File: src/rtl/ps2_host_tx_if.sv
// Command handshake between the game controller and the PS/2 host transmitter.
interface ps2_host_tx_if;
  logic [7:0] tx_data;
  logic       tx_valid;
  logic       tx_ready;
  logic       busy;
  logic       tx_done;
  logic       tx_err;

  modport master (
    output tx_data,
    output tx_valid,
    input  tx_ready,
    input  busy,
    input  tx_done,
    input  tx_err
  );

  modport slave (
    input  tx_data,
    input  tx_valid,
    output tx_ready,
    output busy,
    output tx_done,
    output tx_err
  );
endinterface

File: src/rtl/ps2_host_tx.sv
// Host-to-device PS/2 command transmitter. Drives ps2_clk/ps2_data through active-high
// pull-low enables; the open-drain pads live at the top level.
module ps2_host_tx #(
  parameter int unsigned INHIBIT_CYCLES = 12000,
  parameter int unsigned TIMEOUT_CYCLES = 1500000,
  parameter int unsigned FILTER_LEN     = 8        // must be >= 2
) (
  input  logic          clk,
  input  logic          rst,         // asynchronous, active-low
  ps2_host_tx_if.slave  host,
  input  logic          ps2_clk_in,
  input  logic          ps2_data_in,
  output logic          ps2_clk_oe,
  output logic          ps2_data_oe
);

  localparam int unsigned MaxCnt = (TIMEOUT_CYCLES > INHIBIT_CYCLES) ? TIMEOUT_CYCLES
                                                                     : INHIBIT_CYCLES;
  localparam int unsigned CntW   = $clog2(MaxCnt + 1);

  typedef enum logic [2:0] {
    StIdle,
    StInhibit,
    StStart,
    StShift,
    StAck,
    StWaitIdle
  } state_e;

  // Line conditioning state; index 0 = ps2_clk, index 1 = ps2_data.
  logic [1:0]            sync1_q, sync2_q;
  logic [FILTER_LEN-1:0] clk_win_q, data_win_q;
  logic [1:0]            filt_q;
  logic                  clk_fall;

  state_e          state_q;
  logic [9:0]      shift_q;
  logic [3:0]      bit_cnt_q;
  logic [CntW-1:0] cnt_q;
  logic            tx_ready_q, busy_q, clk_oe_q, data_oe_q, tx_done_q, tx_err_q;
  logic            timed_state, timeout;

  // Two-flop synchroniser then a FILTER_LEN-sample majority-free glitch filter per line.
  always_ff @(posedge clk or negedge rst) begin
    if (!rst) begin
      sync1_q    <= '1;
      sync2_q    <= '1;
      clk_win_q  <= '1;
      data_win_q <= '1;
      filt_q     <= '1;
    end else begin
      sync1_q    <= {ps2_data_in, ps2_clk_in};
      sync2_q    <= sync1_q;
      clk_win_q  <= {clk_win_q[FILTER_LEN-2:0], sync2_q[0]};
      data_win_q <= {data_win_q[FILTER_LEN-2:0], sync2_q[1]};
      if (&clk_win_q) begin
        filt_q[0] <= 1'b1;
      end else if (~|clk_win_q) begin
        filt_q[0] <= 1'b0;
      end
      if (&data_win_q) begin
        filt_q[1] <= 1'b1;
      end else if (~|data_win_q) begin
        filt_q[1] <= 1'b0;
      end
    end
  end

  // Event fires in the cycle the filtered clock is about to drop to 0.
  assign clk_fall    = filt_q[0] & ~|clk_win_q;
  assign timed_state = (state_q == StShift) || (state_q == StAck) || (state_q == StWaitIdle);
  assign timeout     = timed_state && (cnt_q == CntW'(TIMEOUT_CYCLES - 1));

  // Frame sequencer with registered outputs; error exits release both lines at once.
  always_ff @(posedge clk or negedge rst) begin
    if (!rst) begin
      state_q    <= StIdle;
      shift_q    <= '0;
      bit_cnt_q  <= '0;
      cnt_q      <= '0;
      tx_ready_q <= 1'b1;
      busy_q     <= 1'b0;
      clk_oe_q   <= 1'b0;
      data_oe_q  <= 1'b0;
      tx_done_q  <= 1'b0;
      tx_err_q   <= 1'b0;
    end else begin
      tx_done_q <= 1'b0;
      tx_err_q  <= 1'b0;
      if (timeout) begin
        state_q   <= StIdle;
        busy_q    <= 1'b0;
        clk_oe_q  <= 1'b0;
        data_oe_q <= 1'b0;
        tx_err_q  <= 1'b1;
      end else begin
        unique case (state_q)
          StIdle: begin
            tx_ready_q <= 1'b1;
            if (host.tx_valid && tx_ready_q) begin
              shift_q    <= {1'b1, ~^host.tx_data, host.tx_data};
              cnt_q      <= '0;
              bit_cnt_q  <= '0;
              tx_ready_q <= 1'b0;
              busy_q     <= 1'b1;
              clk_oe_q   <= 1'b1;
              state_q    <= StInhibit;
            end
          end
          StInhibit: begin
            if (cnt_q == CntW'(INHIBIT_CYCLES - 1)) begin
              cnt_q     <= '0;
              data_oe_q <= 1'b1;
              state_q   <= StStart;
            end else begin
              cnt_q <= cnt_q + 1'b1;
            end
          end
          StStart: begin
            clk_oe_q  <= 1'b0;
            cnt_q     <= '0;
            bit_cnt_q <= '0;
            state_q   <= StShift;
          end
          StShift: begin
            cnt_q <= cnt_q + 1'b1;
            if (clk_fall) begin
              data_oe_q <= ~shift_q[0];
              shift_q   <= {1'b1, shift_q[9:1]};
              bit_cnt_q <= bit_cnt_q + 4'd1;
              if (bit_cnt_q == 4'd9) begin
                state_q <= StAck;
              end
            end
          end
          StAck: begin
            cnt_q <= cnt_q + 1'b1;
            if (clk_fall) begin
              if (bit_cnt_q != 4'd11) begin
                bit_cnt_q <= bit_cnt_q + 4'd1;
              end
              if (!filt_q[1]) begin
                state_q <= StWaitIdle;
              end else begin
                state_q   <= StIdle;
                busy_q    <= 1'b0;
                clk_oe_q  <= 1'b0;
                data_oe_q <= 1'b0;
                tx_err_q  <= 1'b1;
              end
            end
          end
          StWaitIdle: begin
            cnt_q <= cnt_q + 1'b1;
            if (filt_q[0] && filt_q[1]) begin
              state_q   <= StIdle;
              busy_q    <= 1'b0;
              clk_oe_q  <= 1'b0;
              data_oe_q <= 1'b0;
              tx_done_q <= 1'b1;
            end
          end
          default: begin
            state_q   <= StIdle;
            busy_q    <= 1'b0;
            clk_oe_q  <= 1'b0;
            data_oe_q <= 1'b0;
          end
        endcase
      end
    end
  end

  assign host.tx_ready = tx_ready_q;
  assign host.busy     = busy_q;
  assign host.tx_done  = tx_done_q;
  assign host.tx_err   = tx_err_q;
  assign ps2_clk_oe    = clk_oe_q;
  assign ps2_data_oe   = data_oe_q;

endmodule
File: src/flat_wrapper.sv
// flat-port wrapper written by rule: the top's interface ports become plain ports
module ps2_host_tx_flat 
#(
  parameter int unsigned INHIBIT_CYCLES = 12000,
  parameter int unsigned TIMEOUT_CYCLES = 1500000,
  parameter int unsigned FILTER_LEN     = 8                       
)
  (clk, rst, ps2_clk_in, ps2_data_in, ps2_clk_oe, ps2_data_oe, host_tx_data, host_tx_valid, host_tx_ready, host_busy, host_tx_done, host_tx_err);
  ps2_host_tx_if host_i ();
  input  logic clk;
  input  logic rst;
  input  logic ps2_clk_in;
  input  logic ps2_data_in;
  output logic ps2_clk_oe;
  output logic ps2_data_oe;
  input wire logic [$bits(host_i.tx_data)-1:0] host_tx_data;
  input wire logic [$bits(host_i.tx_valid)-1:0] host_tx_valid;
  output wire logic [$bits(host_i.tx_ready)-1:0] host_tx_ready;
  output wire logic [$bits(host_i.busy)-1:0] host_busy;
  output wire logic [$bits(host_i.tx_done)-1:0] host_tx_done;
  output wire logic [$bits(host_i.tx_err)-1:0] host_tx_err;
  assign host_i.tx_data = host_tx_data;
  assign host_i.tx_valid = host_tx_valid;
  assign host_tx_ready = host_i.tx_ready;
  assign host_busy = host_i.busy;
  assign host_tx_done = host_i.tx_done;
  assign host_tx_err = host_i.tx_err;
  ps2_host_tx #(.INHIBIT_CYCLES(INHIBIT_CYCLES), .TIMEOUT_CYCLES(TIMEOUT_CYCLES), .FILTER_LEN(FILTER_LEN)) u_core (.clk(clk), .rst(rst), .host(host_i), .ps2_clk_in(ps2_clk_in), .ps2_data_in(ps2_data_in), .ps2_clk_oe(ps2_clk_oe), .ps2_data_oe(ps2_data_oe));
endmodule
File: config.mk
export PLATFORM = sky130hd
export DESIGN_NAME = ps2_host_tx_flat
export DESIGN_NICKNAME = d
export VERILOG_FILES = /design/src/rtl/ps2_host_tx_if.sv /design/src/rtl/ps2_host_tx.sv /design/src/flat_wrapper.sv
export SDC_FILE = /design/constraint.sdc
export NUM_CORES = 1
export LEC_CHECK = 0
export BUFFER_PORTS_ARGS = -buffer_cell sky130_fd_sc_hd__buf_2
export CELL_PAD_IN_SITES_DETAIL_PLACEMENT = 1
export CELL_PAD_IN_SITES_GLOBAL_PLACEMENT = 1
export CORE_UTILIZATION = 45
export CTS_BUF_LIST = sky130_fd_sc_hd__clkbuf_2
export CTS_CLUSTER_SIZE = 25
export DETAILED_ROUTE_END_ITERATION = 10
export PLACE_DENSITY_LB_ADDON = 0.1
export SYNTH_ARGS = -nofsm -noshare
export SYNTH_HDL_FRONTEND = slang
export SYNTH_SLANG_ARGS = --single-unit
File: constraint.sdc
create_clock -name clk -period 3.6 [get_ports clk]
set_input_delay 0.18 -clock clk [delete_from_list [all_inputs] [get_ports clk]]
set_output_delay 0.18 -clock clk [all_outputs]
set_load 0.02 [all_outputs]
==> results of run 1 <==
layer usage:
metal	vias to the layer above	wire, um	GRT usage (%)
li1	1269	-	-
met1	1291	3770	30.9
met2	25	3690	36.0
met3	10	189	4.81
met4	0	109	7.75
met5	-	0	0
area by class of cell:
class,count,share of cell area [%]
Sequential cell,66,45.2
Multi-Input combinational cell,236,41.4
Timing Repair Buffer,34,6.33
Tap cell,96,3.23
Clock inverter,7,1.99
Clock buffer,9,1.21
Inverter,6,0.606
Yosys cell counts (all sizes together) (3+ instances only):
master,number,area [sq um]
o41ai,3,26.3
and3,5,31.3
dfstp,23,604
a21oi,20,100
ha,3,37.5
xnor2,9,78.8
nor4,7,73.8
a31oi,4,25.0
o31ai,12,90.1
or4,10,78.8
nor2,21,78.8
buf,7,47.5
inv,6,22.5
nand2b,3,18.8
clkbuf,9,33.8
and4,4,35.0
a211o,3,26.3
mux2i,3,30.0
nand2,40,150
nor3,7,35.0
o21ai,11,55.1
nand3,18,90.1
dfrtp,43,1080
mux2,12,135
nor4b,4,35.0
nand4,8,50.1
or3,5,31.3
cells by family after synthesis:
kind of cell             Yosys count  synth area share, %
flip-flops                        66                 50.6
buffers and inverters             22                 3.12
XOR/XNOR                          11                 2.90
adder cells (fa/ha/maj)            3                 1.13
multiplexers                      15                 4.97
AND/OR/NAND/NOR                  139                 22.9
AO/OA/AOI/OAI                     68                 14.5
path summary, 6_finish.rpt:
kind                              startpoint                   to  slack, ns  cells after the start
max in group asynchronous                rst    u_core.sync2_q[1]       2.31                      3
setup reg to reg             u_core.cnt_q[0]     u_core.cnt_q[18]       0.51                      7
hold reg to reg            u_core.sync2_q[0]  u_core.clk_win_q[0]       0.37                      0
hold / removal               host_tx_data[0]    u_core.shift_q[0]       0.04                      4
min in group asynchronous                rst    u_core.shift_q[4]       0.38                      2
setup / recovery             u_core.cnt_q[0]     u_core.cnt_q[18]       0.51                      7
worst min-delay path, stage by stage:
cell and delay (ns):
buf_2 0.10, nand2_1 0.05, nand2_1 0.07, mux2_2 0.15
sequential cells by signal, summed over array words and instances (netlist names):
signal                flops
u_core.filt_q             2
u_core.host.tx_done       1
u_core.bit_cnt_q          4
u_core.cnt_q             21
u_core.shift_q           10
u_core.host.tx_err        1
u_core.clk_win_q          8
u_core.sync1_q            2
u_core.sync2_q            2
u_core.ps2_clk_oe         1
u_core.data_win_q         8
u_core.state_q            3
u_core.host.tx_ready      1
u_core.ps2_data_oe        1
u_core.host.busy          1
power breakdown:
| part | switching, mW | total [mW] | internal [mW] |
|---|---|---|---|
| logic | 0.0833 | 0.163 | 0.0795 |
| clock network | 0.297 | 0.463 | 0.167 |
| registers | 0.0594 | 0.874 | 0.815 |
| total | 0.439 | 1.50 | 1.06 |
==> run metrics, run 1 <==
Util after Layout 53.5%; row cnt 30; CP max stage cell nor4_4; FF+latch area 1680 sq um; hold slack 0.0415 ns; commonest cells after routing, fill and taps aside 43 x dfrtp_1, 40 x nand2_1, 23 x dfstp_2, 21 x nor2_1, 20 x a21oi_1; setup violators final 0; RSZ-0062 raised after global routing false; asr flop ratio synth 100%; post-CTS sizing 0; Synth Register Bits 66; CTS tree built; drt first pass iters 4; CP dominant cell by count and4_1; Die Wd 87.9 um; worst-path cell chain ha_1 -> and4_1 -> and4_1 -> and2_1 -> buf_4 -> nor4_4 -> nor4_1; number of buffers and inverters on the critical path 1; GPL Wtd Cong 0.738; status finished, final reports clean; sequential fraction of the synthesis area 50.6%; H-tree depth 3; area grow syn2layout 11.8%; EDFF count, synth 0; maximum vdd drop 212 uV; critical path endpoint category flip-flop; most common flop cell mapped by yosys dfrtp_1; # DRC 0; drt wl/cell 17.1 um; initial core utilization 47.9%; Ports 19; vias in the first global route 2,702; setup bufs post-CTS 0; post-synth design cell area 3320 sq um; die height 87.9 um; CTS Buf Count 9; Placed Area 3500 sq um; Multi-input gate area 1540 sq um; CTS Buffer Depth 2; post-DP HPWL 5.36 mm; cell count after placement 428; Worst path max stage delay 0.94 ns; Least-Margin Pin Slew 1.12 ns; Max-cap violations 0; final hold violation count 0; setup slack at placement 0.560 ns; commonest non-fill, non-tap cell in the layout dfrtp_1; setup ws final 0.509 ns; Final ANT Viol Nets 0; antenna cell count 0; crit path DAT 3.47 ns; CP delay by family, top simple AND/OR/NAND/NOR gates; Final Net Count 369; Tmin final 3.09 ns; Max Slew Vio Count 0; clock sinks 66; CTS hold repair buffers 10; yosys warns 0; final instance area 3720 sq um; Post-Syn Instances 324; syn nets 340; final std cells w/o fill 454; Slew HR 25.0%; WL final 7.76 mm; Final Power 1.50 mW; CTS root buf clkbuf_2; total leakage power 1.52 nW; Crit path required time 3.98 ns; clock-pin slew on the worst setup and hold paths 0.20 ns; fillers 791; core area 6940 sq um; worst-path fanout max 19; first-pass GRT wire length 13.2 mm; crit path kind flip-flop to flip-flop; Startpoint Class flip-flop; number of I/O port buffers 18; clock skew 0.0200 ns; final period utilization 85.9%; setup TNS 0 ns; hold crit path type input pin to flip-flop; fmax 324 MHz; antenna violations before repair 0; count of cell types in the netlist 51; die area 7730 sq um; pwr dens 404 nW/um^2; Clk Latency, worst-skew pair 0.53 ns; largest net degree at the start of global routing 50; Vias 2,595; global-route usage over all layers 22.7%; number of DRC markers in iteration 0 105; synthesized area per cell 10.3 sq um; layout cells sized above 1 22.6%; vias per cell 5.72; total gr overflow 0
Power figures use the tool's default switching activity.
==> run 2, diff against run 1 <==
Settings changed: CORE_MARGIN from default to 3, PLACE_DENSITY from default to 0.74, PLACE_DENSITY_LB_ADDON 0.1 to default.
==> run metrics, run 2 (synthesis results as in run 1) <==
CP max stage cell nor4_4; antenna violations before repair 0; H-tree depth 3; GPL Wtd Cong 0.793; Clk Latency, worst-skew pair 0.50 ns; drt first pass iters 4; row cnt 30; layout cells sized above 1 22.8%; Final Net Count 366; hold crit path type input pin to flip-flop; crit path kind flip-flop to flip-flop; Util after Layout 52.6%; setup violators final 0; post-CTS sizing 0; total leakage power 1.50 nW; Crit path required time 3.96 ns; max FFs per register 21; Max Slew Vio Count 0; Worst path max stage delay 0.96 ns; first-pass GRT wire length 13.6 mm; initial core utilization 47.6%; fmax 349 MHz; WL final 7.92 mm; number of DRC markers in iteration 0 123; Final ANT Viol Nets 0; Vias 2,614; total gr overflow 0; core area 6980 sq um; Ports 19; maximum vdd drop 230 uV; Die Wd 91.9 um; Largest regs u_core.cnt_q x21, u_core.shift_q x10; clock sinks 66; CTS Buffer Depth 2; final period utilization 79.5%; commonest non-fill, non-tap cell in the layout dfrtp_1; setup TNS 0 ns; Tmin final 2.86 ns; Least-Margin Pin Slew 1.11 ns; antenna cell count 0; Slew HR 25.9%; largest net degree at the start of global routing 51; number of I/O port buffers 18; vias in the first global route 2,703; CTS tree built; critical path endpoint category flip-flop; global-route usage over all layers 20.3%; CTS root buf clkbuf_2; CTS hold repair buffers 7; die area 8450 sq um; Startpoint Class flip-flop; pwr dens 398 nW/um^2; crit path DAT 3.22 ns; commonest cells after routing, fill and taps aside 43 x dfrtp_1, 40 x nand2_1, 23 x dfstp_2, 21 x nor2_1, 20 x a21oi_1; drt wl/cell 17.6 um; clock skew 0.00971 ns; CTS Buf Count 9; RSZ-0062 raised after global routing false; status finished, final reports clean; area grow syn2layout 10.6%; Max-cap violations 0; Top reg by flops u_core.cnt_q; final hold violation count 0; post-DP HPWL 5.49 mm; # DRC 0; worst-path cell chain buf_4 -> and3b_1 -> o211a_1 -> and2_1 -> nor4_4 -> nor4_1; vias per cell 5.80; setup bufs post-CTS 0; worst-path fanout max 21; die height 91.9 um; clock-pin slew on the worst setup and hold paths 0.18 ns
run 2: cell count changes in the layout (fill, tap and decap cells not counted), sizes merged:
cell         change
dlygate4sd3      -3
clkinvlp         +1
clkbuf           +1
clkinv           +2
inv              -4
run 2: layout make-up:
type | count | area, sq um
Fill cell | 825 | 3310
Sequential cell | 66 | 1680
Multi-Input combinational cell | 236 | 1540
Timing Repair Buffer | 31 | 205
Tap cell | 96 | 120
Clock inverter | 6 | 57.6
Clock buffer | 10 | 50.0
Inverter | 6 | 22.5
run 2: worst max-delay path, delay by kind of cell, from the launching register on:
family	cells	cell delay [ns]
compound gates	1	0.33
simple gates	4	1.80
buf+inv	1	0.19
flops	1	0.40
run 2: worst paths after layout:
check	start	cells after the start	slack, ns	endpoint
max	u_core.state_q[1]	6	0.74	u_core.cnt_q[18]
min	host_tx_data[7]	4	0.04	u_core.shift_q[7]
max reg2reg	u_core.state_q[1]	6	0.74	u_core.cnt_q[18]
min reg2reg	u_core.sync1_q[0]	0	0.37	u_core.sync2_q[0]
max in group asynchronous	rst	3	2.37	u_core.cnt_q[20]
min in group asynchronous	rst	2	0.38	u_core.shift_q[7]
run 2: through the flow:
stage,power (mW),hold slack [ns],instances,setup WS (ns),area [sq um]
detailed placement,1.04,0.286,428,0.712,3500
CTS,1.49,0.00130,451,0.694,3670
global placement,1.03,0.285,428,0.752,3500
floorplan,0.974,-0.116,324,1.28,3320
global route,1.55,0.0220,451,0.470,3670
finish,1.46,0.0393,451,0.737,3670
run 2: routing by layer:
layer | part of all wire, % | global-route usage [%] | vias to the layer above | wire length (um)
li1 | - | - | 1259 | -
met1 | 47 | 27.1 | 1316 | 3720
met2 | 49 | 32.7 | 32 | 3890
met3 | 2.8 | 4.84 | 7 | 221
met4 | 1.0 | 6.44 | 0 | 80
met5 | 0 | 0 | - | 0
run 2: where the power goes:
group	switching [mW]	internal [mW]	total (mW)
clock network	0.271	0.158	0.430
registers	0.0607	0.815	0.875
logic	0.0821	0.0772	0.159
total	0.414	1.05	1.46
==> run 3, diff against run 2 <==
Clock period 3.6 ns to 2.8 ns, I/O delays scaled along.
==> run metrics, run 3 (synthesis results as in run 1) <==
Startpoint Class flip-flop; die area 8450 sq um; P_sw 0.546 mW; crit path kind flip-flop to flip-flop; setup slack at placement 0.340 ns; clock share of power 32.7%; Clk Latency, worst-skew pair 0.49 ns; Largest regs u_core.cnt_q x21, u_core.shift_q x10; Top reg by flops u_core.cnt_q; pwr dens 524 nW/um^2; CTS Buf Count 9; setup ws final 0.280 ns; Tmin final 2.52 ns; total gr overflow 0; fmax 397 MHz; largest net degree at the start of global routing 67; # DRC 0; final hold violation count 0; drt wl/cell 17.3 um; drt first pass iters 4; first-pass GRT wire length 14.0 mm; CTS root buf clkbuf_2; worst hold start host_tx_data[1]; Reg power frac 56.7%; R2R depth 8; setup violators final 0; total leakage power 1.56 nW; commonest non-fill, non-tap cell in the layout dfrtp_1; antenna cell count 0; post-CTS sizing 0; number of I/O port buffers 18; Slew HR 45.3%; clock-pin slew on the worst setup and hold paths 0.20 ns; final period utilization 90.0%; Max Slew Vio Count 0; hold crit path type input pin to flip-flop; max FFs per register 21; r2r setup slk 0.28 ns; Die Wd 91.9 um; area grow syn2layout 14.2%; post-DP HPWL 5.55 mm; Max-cap violations 0; CTS tree built; row cnt 30; maximum vdd drop 402 uV; final instance area 3800 sq um; clock sinks 66; Least-Margin Pin Slew 0.820 ns; Logic pwr share 10.6%; die height 91.9 um; Final ANT Viol Nets 0; Crit path required time 3.19 ns; WHS Endpoint u_core.shift_q[1]; critical path endpoint category flip-flop; Ports 19; setup TNS 0 ns; RSZ-0062 raised after global routing false; crit path DAT 2.91 ns; number of DRC markers in iteration 0 146; status finished, final reports clean; vias in the first global route 2,808; H-tree depth 3; WL final 7.98 mm; CTS Buffer Depth 2; Vias 2,662; vias per cell 5.76; layout cells sized above 1 24.0%; CP max stage cell dfrtp_1; Final Net Count 377; Placed Area 3560 sq um; clock skew 0.0211 ns; CP delay by family, top simple AND/OR/NAND/NOR gates; Hold Path Stages 4; number of buffers and inverters on the critical path 2; RR Startpoint u_core.cnt_q[0]; core area 6980 sq um; worst-path cell chain ha_1 -> and4_1 -> and4_1 -> and2_1 -> buf_4 -> nor4_4 -> buf_4 -> mux2_2; GPL Wtd Cong 0.784; Sw Ratio 27.5%; global-route usage over all layers 20.7%; Crit Reg-Reg Endpoint u_core.shift_q[1]; Worst path max stage delay 0.47 ns; initial core utilization 47.6%; antenna violations before repair 0; commonest cells after routing, fill and taps aside 43 x dfrtp_1, 40 x nand2_1, 23 x dfstp_2, 21 x nor2_1, 20 x a21oi_1; internal power 1.44 mW; worst-path fanout max 10
## run 3: worst register-to-register path, delay by kind of cell (launching register included)
family / cells / cell delay, ns
multiplexers: 1 / 0.35
AND/OR/NAND/NOR: 4 / 0.93
flip-flops: 1 / 0.47
adder cells (fa/ha/maj): 1 / 0.26
buffers and inverters: 2 / 0.41
## run 3: cell type report
| type | instances | area (sq um) |
|---|---|---|
| well taps | 96 | 120 |
| fillers | 807 | 3190 |
| clock buffers | 9 | 45.0 |
| repair buffers | 42 | 295 |
| inverters | 6 | 22.5 |
| multi-input cells | 236 | 1540 |
| clock inverters | 7 | 93.8 |
| flip-flops and latches | 66 | 1680 |
## run 3: how the worst max path moves through the flow
stage                         start                 to  slack, ns  cells past startpoint
CTS                 u_core.cnt_q[0]  u_core.shift_q[1]       0.27                      8
floorplan           u_core.cnt_q[0]  u_core.shift_q[0]       0.48                      7
global route        u_core.cnt_q[0]  u_core.shift_q[8]       0.15                      8
detailed placement  u_core.cnt_q[0]  u_core.shift_q[1]       0.34                      8
finish              u_core.cnt_q[0]  u_core.shift_q[1]       0.28                      8
global placement    u_core.cnt_q[0]  u_core.shift_q[1]       0.43                      8
## run 3: timing repair
action,CTS,global route
setup buffers,0,0
hold endpoints to repair,52,0
hold buffers,10,0
## run 3: metal layers
metal,GRT usage (%),up-vias,wire length (um)
met3,4.18,2,275
met1,27.1,1346,3730
met4,6.68,0,36
li1,-,1278,-
met2,34.4,36,3940
met5,0,-,0
## run 3: per-stage QoR
step,util [%],std cells,power (mW),hold WS [ns]
3_3_place_gp,50.9,436,1.33,0.245
6_report,54.4,462,1.99,0.0406
3_5_place_dp,50.9,436,1.34,0.246
5_1_grt,54.4,462,2.10,0.00761
4_1_cts,54.4,462,2.02,0.00368
2_1_floorplan,-,324,1.25,-0.156
## run 3: power by group through the flow
| stage | Combinational [mW] | Clock, mW | Sequential (mW) |
|---|---|---|---|
| 2_1_floorplan | 0.129 | 0 | 1.12 |
| 3_3_place_gp | 0.191 | 0 | 1.14 |
| 3_5_place_dp | 0.200 | 0 | 1.14 |
| 4_1_cts | 0.212 | 0.680 | 1.13 |
| 5_1_grt | 0.239 | 0.717 | 1.14 |
| 6_report | 0.210 | 0.651 | 1.13 |
